### config.mk
export PLATFORM = sky130hd
export DESIGN_NAME = pwm_duty_button_conditioner
export DESIGN_NICKNAME = d
export VERILOG_FILES = /design/src/rtl/pwm_duty_button_conditioner.sv
export SDC_FILE = /design/constraint.sdc
export NUM_CORES = 1
export LEC_CHECK = 0
export CORE_MARGIN = 2
export CORE_UTILIZATION = 59
export CTS_CLUSTER_DIAMETER = 100
export CTS_CLUSTER_SIZE = 30
export DETAILED_ROUTE_END_ITERATION = 12
export PLACE_DENSITY = 0.78
export SYNTH_ARGS = -nofsm -noshare
export SYNTH_HDL_FRONTEND = slang
export SYNTH_SLANG_ARGS = --single-unit
### constraint.sdc
create_clock -name clk -period 2.3 [get_ports clk]
set_input_delay 0.575 -clock clk [delete_from_list [all_inputs] [get_ports clk]]
set_output_delay 0.575 -clock clk [all_outputs]
set_load 0.005 [all_outputs]
### src/rtl/pwm_duty_button_conditioner.sv
// Push-button front end for the PWM duty control: 2-FF sync, debounce, inc/dec arbitration and
// single-cycle step pulses. Defining PWM_BTN_AUTO_REPEAT_EN adds auto-repeat while a button is held.
`timescale 1ns/1ps
module pwm_duty_button_conditioner #(
    parameter int DEBOUNCE_CYCLES      = 250000,
    parameter int REPEAT_DELAY_CYCLES  = 25000000,
    parameter int REPEAT_PERIOD_CYCLES = 5000000
) (
    input  logic clk,
    input  logic rst_n,
    input  logic ui_increase_btn,
    input  logic ui_decrease_btn,
    output logic uo_duty_inc,
    output logic uo_duty_dec,
    output logic uo_inc_level,
    output logic uo_dec_level
);
    localparam int              DB_W    = $clog2(DEBOUNCE_CYCLES);
    localparam logic [DB_W-1:0] DB_LAST = DB_W'(DEBOUNCE_CYCLES - 1);

    if (DEBOUNCE_CYCLES < 2 || REPEAT_DELAY_CYCLES < 2 || REPEAT_PERIOD_CYCLES < 2) begin : g_param_check
        $error("pwm_duty_button_conditioner: all cycle parameters must be >= 2");
    end

    typedef enum logic [1:0] {
        ST_IDLE     = 2'd0,
        ST_HOLD_INC = 2'd1,
        ST_HOLD_DEC = 2'd2,
        ST_LOCK     = 2'd3
    } state_t;

    // Bit 0 carries the increase button, bit 1 the decrease button.
    logic [1:0]      meta_q;
    logic [1:0]      sync_q;
    logic [1:0]      stable_q;
    logic [1:0]      stable_d;
    logic [DB_W-1:0] cnt_q [2];
    logic [DB_W-1:0] cnt_d [2];
    logic            lvl_inc_s;
    logic            lvl_dec_s;
    state_t          state_q;
    logic            inc_pulse_q;
    logic            dec_pulse_q;

    // Two-stage synchroniser for both raw buttons.
    always_ff @(posedge clk or negedge rst_n) begin
        if (!rst_n) begin
            meta_q <= 2'b00;
            sync_q <= 2'b00;
        end else begin
            meta_q <= {ui_decrease_btn, ui_increase_btn};
            sync_q <= meta_q;
        end
    end

    // Debounce next state: a new level is accepted on its DEBOUNCE_CYCLES-th consecutive cycle.
    always_comb begin
        stable_d = stable_q;
        for (int ch = 0; ch < 2; ch++) begin
            cnt_d[ch] = '0;
            if (sync_q[ch] != stable_q[ch]) begin
                if (cnt_q[ch] == DB_LAST) begin
                    stable_d[ch] = sync_q[ch];
                end else begin
                    cnt_d[ch] = cnt_q[ch] + 1'b1;
                end
            end else begin
                cnt_d[ch] = '0;
            end
        end
    end

    // Debounce state registers.
    always_ff @(posedge clk or negedge rst_n) begin
        if (!rst_n) begin
            stable_q <= 2'b00;
            cnt_q[0] <= '0;
            cnt_q[1] <= '0;
        end else begin
            stable_q <= stable_d;
            cnt_q[0] <= cnt_d[0];
            cnt_q[1] <= cnt_d[1];
        end
    end

    // The FSM looks at the levels being accepted this edge so the pulse rises together with the level.
    assign lvl_inc_s = stable_d[0];
    assign lvl_dec_s = stable_d[1];

`ifdef PWM_BTN_AUTO_REPEAT_EN
    localparam int TMR_W = ($clog2(REPEAT_DELAY_CYCLES) > $clog2(REPEAT_PERIOD_CYCLES)) ?
                           $clog2(REPEAT_DELAY_CYCLES) : $clog2(REPEAT_PERIOD_CYCLES);

    logic [TMR_W-1:0] hold_tmr_q;
    logic             rep_phase_q;
    logic             rep_fire_s;

    // Repeat fires at the end of the initial delay, then at the end of every period.
    always_comb begin
        if (rep_phase_q) begin
            rep_fire_s = (hold_tmr_q == TMR_W'(REPEAT_PERIOD_CYCLES - 1));
        end else begin
            rep_fire_s = (hold_tmr_q == TMR_W'(REPEAT_DELAY_CYCLES - 1));
        end
    end
`endif

    // Arbitration FSM with registered pulse outputs; hold timer is cleared outside the HOLD states.
    always_ff @(posedge clk or negedge rst_n) begin
        if (!rst_n) begin
            state_q     <= ST_IDLE;
            inc_pulse_q <= 1'b0;
            dec_pulse_q <= 1'b0;
`ifdef PWM_BTN_AUTO_REPEAT_EN
            hold_tmr_q  <= '0;
            rep_phase_q <= 1'b0;
`endif
        end else begin
            inc_pulse_q <= 1'b0;
            dec_pulse_q <= 1'b0;
`ifdef PWM_BTN_AUTO_REPEAT_EN
            hold_tmr_q  <= '0;
            rep_phase_q <= 1'b0;
`endif
            case (state_q)
                ST_IDLE: begin
                    if (lvl_inc_s && lvl_dec_s) begin
                        state_q <= ST_LOCK;
                    end else if (lvl_inc_s) begin
                        state_q     <= ST_HOLD_INC;
                        inc_pulse_q <= 1'b1;
                    end else if (lvl_dec_s) begin
                        state_q     <= ST_HOLD_DEC;
                        dec_pulse_q <= 1'b1;
                    end else begin
                        state_q <= ST_IDLE;
                    end
                end
                ST_HOLD_INC: begin
                    if (lvl_dec_s) begin
                        state_q <= ST_LOCK;
                    end else if (!lvl_inc_s) begin
                        state_q <= ST_IDLE;
                    end else begin
                        state_q <= ST_HOLD_INC;
`ifdef PWM_BTN_AUTO_REPEAT_EN
                        if (rep_fire_s) begin
                            inc_pulse_q <= 1'b1;
                            rep_phase_q <= 1'b1;
                        end else begin
                            hold_tmr_q  <= hold_tmr_q + 1'b1;
                            rep_phase_q <= rep_phase_q;
                        end
`endif
                    end
                end
                ST_HOLD_DEC: begin
                    if (lvl_inc_s) begin
                        state_q <= ST_LOCK;
                    end else if (!lvl_dec_s) begin
                        state_q <= ST_IDLE;
                    end else begin
                        state_q <= ST_HOLD_DEC;
`ifdef PWM_BTN_AUTO_REPEAT_EN
                        if (rep_fire_s) begin
                            dec_pulse_q <= 1'b1;
                            rep_phase_q <= 1'b1;
                        end else begin
                            hold_tmr_q  <= hold_tmr_q + 1'b1;
                            rep_phase_q <= rep_phase_q;
                        end
`endif
                    end
                end
                ST_LOCK: begin
                    if (!lvl_inc_s && !lvl_dec_s) begin
                        state_q <= ST_IDLE;
                    end else begin
                        state_q <= ST_LOCK;
                    end
                end
                default: begin
                    state_q <= ST_IDLE;
                end
            endcase
        end
    end

    assign uo_duty_inc  = inc_pulse_q;
    assign uo_duty_dec  = dec_pulse_q;
    assign uo_inc_level = stable_q[0];
    assign uo_dec_level = stable_q[1];

endmodule
==> results by group <==
Logic synthesis
  – Yosys reg bits: 46
  – Mapped Nets: between 200 and 250
  – Post-synth design cell area: approximately 2100 sq um
  – Leading area contributor after synthesis: dfrtp_1
  – Share of the synthesized area in the top cell type: 0.552
  – Synth top area cells: dfrtp_1 (55%), xor2_1 (10%), nor2_1 (7.2%), xnor2_1 (3.4%), nand3_1 (2.9%)
  – Synth Warn #: 0
  – Syn Inst Count: slightly below 200
  – Syn_area_per_cell: about 11 sq um
  – Post-synth cell types: 28
  – Seq/Total Area, Yosys: 0.552

Drt
  – Final WL: ~3600 um
  – Iter 0 DRT Violations: 77
  – DRC errors left: 0
  – Via count: around 1.4k
  – 1st-pass router iterations: 4
  – Antenna Nets Post-Route: 0
  – Via/cell ratio: ~5.4
  – Routed len/inst: around 14 um

Clock network
  – CTS Hold Bufs: 0
  – CTS root buffer: clkbuf_4
  – Clock Path Buffers: 2
  – Clock-pin slew on the worst setup and hold paths: 0.14 ns
  – Clock sinks: 46
  – Post-CTS setup buffer count: 0
  – H-tree Lvls: 2
  – Post-CTS Resized: 0
  – CTS Buf Count: 5
  – Latest clock arrival within the worst-skew pair: roughly 0.37 ns
  – CTS tree: built

STA
  – Worst Skew: 0.0203 ns
  – Setup TNS: 0 ns
  – Number of hold violations in the final report: 0
  – Max-slew violations: 0
  – # setup viols final: 0
  – Final Critical Period: around 2 ns
  – Crit share post-route: 0.869
  – Hold slack final: about 0.17 ns
  – Slew HR: 0.622
  – RSZ-0062 raised after global routing: false
  – Fmax: roughly 500 MHz
  – Tightest Pin Transition: 0.567 ns

Die
  – Die area: roughly 4000 sq um
  – Initial Utilization: 0.620
  – Die Ht: approximately 63 um
  – Die width: 63.5 um
  – CORE AREA: around 3400 sq um
  – IO Count: 8
  – Row count: 21

Setup path
  – Crit path required time: between 2 and 3 ns
  – Max incr delay on CP: 0.46 ns
  – Critical path startpoint category: flop
  – Arrival @ worst endpoint: 2.27 ns
  – Crit path kind: reg -> reg
  – CP max stage cell: dfrtp_1
  – Crit path cell chain: nor4b_2 -> nand2_1 -> nor4b_4 -> mux2i_1 -> nor4b_1
  – Bufs and invs on worst path: 0
  – Crit Path Max Fanout: 5
  – CP endpoint kind: flop
  – Largest delay share family, worst path: simple AND/OR/NAND/NOR gates

Placement
  – GPL Wtd Cong: 0.865
  – DP Wirelength: approximately 2600 um
  – Placed instance area: around 2200 sq um
  – PortBufs: 7

Layout
  – Filler cell count in the final layout: between 200 and 300
  – Design Area, Final: between 2000 and 2500 sq um
  – ANT cells: 0
  – Final #Nets: 217
  – Share of layout cells above drive strength 1: 0.0896
  – Area growth from synthesis to layout: 9.24%

Worst hold path
  – Worst hold path type: in -> async

Status
  – Status: finished clean

Global route
  – Grt ovf: 0
  – Total GRT Usage: 0.214
  – Initial antenna violation count: 0
  – Pin count of the biggest net entering global routing: 27
  – First-pass GRT wire length: roughly 6600 um
  – Number of global-route vias before repair: 1440

Power
  – Peak supply drop: 0.397 mV
  – Power Density: around 560 nW/um^2
  – Lkg Pwr: between 1 and 1.5 nW

Job
  – Maxcap violations: 0
registers in the layout, indices dropped and copies added (netlist names):
| register | flops |
|---|---|
| meta_q | 2 |
| stable_q | 2 |
| sync_q | 2 |
| uo_duty_dec | 1 |
| state_q | 2 |
| cnt_q | 36 |
| uo_duty_inc | 1 |
layer usage:
metal | vias up | share of wire | track usage
li1 | 682 | - | -
met5 | - | 0 | 0
met3 | 7 | 0.026 | 0.0589
met1 | 684 | 0.42 | 0.265
met2 | 17 | 0.53 | 0.364
met4 | 0 | 0.018 | 0.0652
cells by family (layout without fill, tap and decap cells):
kind of cell             Yosys count  in the layout  share of synthesized area
AND/OR/NAND/NOR                   96             96                      0.246
flip-flops                        46             46                      0.552
XOR/XNOR                          32             32                      0.134
buffers and inverters             12             27                     0.0276
AO/OA/AOI/OAI                      7              7                     0.0186
adder cells (fa/ha/maj)            2              2                     0.0120
multiplexers                       2              2                    0.00960
path summary, 6_finish.rpt:
path | cells after the start | startpoint | slack, ns | endpoint
max in group asynchronous | 2 | rst_n | 1.50 | sync_q[0]$_DFF_PN0_
min reg2reg | 0 | meta_q[0]$_DFF_PN0_ | 0.37 | sync_q[0]$_DFF_PN0_
min in group clk | 0 | meta_q[0]$_DFF_PN0_ | 0.37 | sync_q[0]$_DFF_PN0_
max reg2reg | 5 | cnt_q[23]$_DFF_PN0_ | 0.30 | uo_duty_dec$_DFF_PN0_
max | 5 | cnt_q[23]$_DFF_PN0_ | 0.30 | uo_duty_dec$_DFF_PN0_
min | 1 | rst_n | 0.17 | cnt_q[20]$_DFF_PN0_
synthesized netlist by cell type:
| cell | n |
|---|---|
| dfrtp_1 | 46 |
| nor2_1 | 40 |
| xor2_1 | 24 |
| nand2_1 | 12 |
| nand3_1 | 12 |
| nand4_1 | 9 |
| and3_1 | 8 |
| xnor2_1 | 8 |
| inv_1 | 7 |
| o21ai_0 | 4 |
| and4_1 | 3 |
| nor4b_2 | 3 |
| a21oi_1 | 2 |
| clkbuf_1 | 2 |
| ha_1 | 2 |
| mux2i_1 | 2 |
| or3_1 | 2 |
| and2_1 | 1 |
| buf_2 | 1 |
| buf_4 | 1 |
| buf_6 | 1 |
| nand2b_1 | 1 |
| nor2b_1 | 1 |
| nor4_1 | 1 |
| nor4b_1 | 1 |
| nor4b_4 | 1 |
| nor4bb_1 | 1 |
| o21ai_2 | 1 |
report_power, final:
part	internal, mW	switching, mW	leakage, nW
combinational	0.0173	0.0336	0.392
clock	0.147	0.250	0.0343
sequential	0.821	0.00958	0.629
total	0.985	0.293	1.05
per-stage QoR:
stage / instances / power (mW) / util / setup WS, ns
floorplan: 197 / 0.869 / - / 0.554
global placement: 250 / 0.893 / 0.658 / 0.449
detailed placement: 250 / 0.898 / 0.658 / 0.322
CTS: 258 / 1.30 / 0.677 / 0.283
global route: 258 / 1.34 / 0.677 / 0.148
finish: 258 / 1.28 / 0.677 / 0.300
area by class of cell:
cell class / instances / area (sq um) / area share
clock buffer: 6 / 51.3 / 0.0225
inverter: 7 / 26.3 / 0.0115
tap: 46 / 57.6 / 0.0253
clock inverter: 2 / 12.5 / 0.00549
multi-input combinational: 139 / 877 / 0.385
sequential: 46 / 1150 / 0.505
timing repair buffer: 12 / 103 / 0.0450
cells in the final DEF (no fill, tap or decap), types with 2 or more instances in the layout:
master / netlist / layout
a21oi_1: 2 / 2
and3_1: 8 / 8
and4_1: 3 / 3
buf_4: 1 / 5
clkbuf_4: 0 / 5
clkdlybuf4s50_1: 0 / 6
dfrtp_1: 46 / 46
ha_1: 2 / 2
inv_1: 7 / 7
mux2i_1: 2 / 2
nand2_1: 12 / 12
nand3_1: 12 / 12
nand4_1: 9 / 9
nor2_1: 40 / 40
nor4b_2: 3 / 3
o21ai_0: 4 / 4
or3_1: 2 / 2
xnor2_1: 8 / 8
xor2_1: 24 / 24
Power figures use the tool's default switching activity.
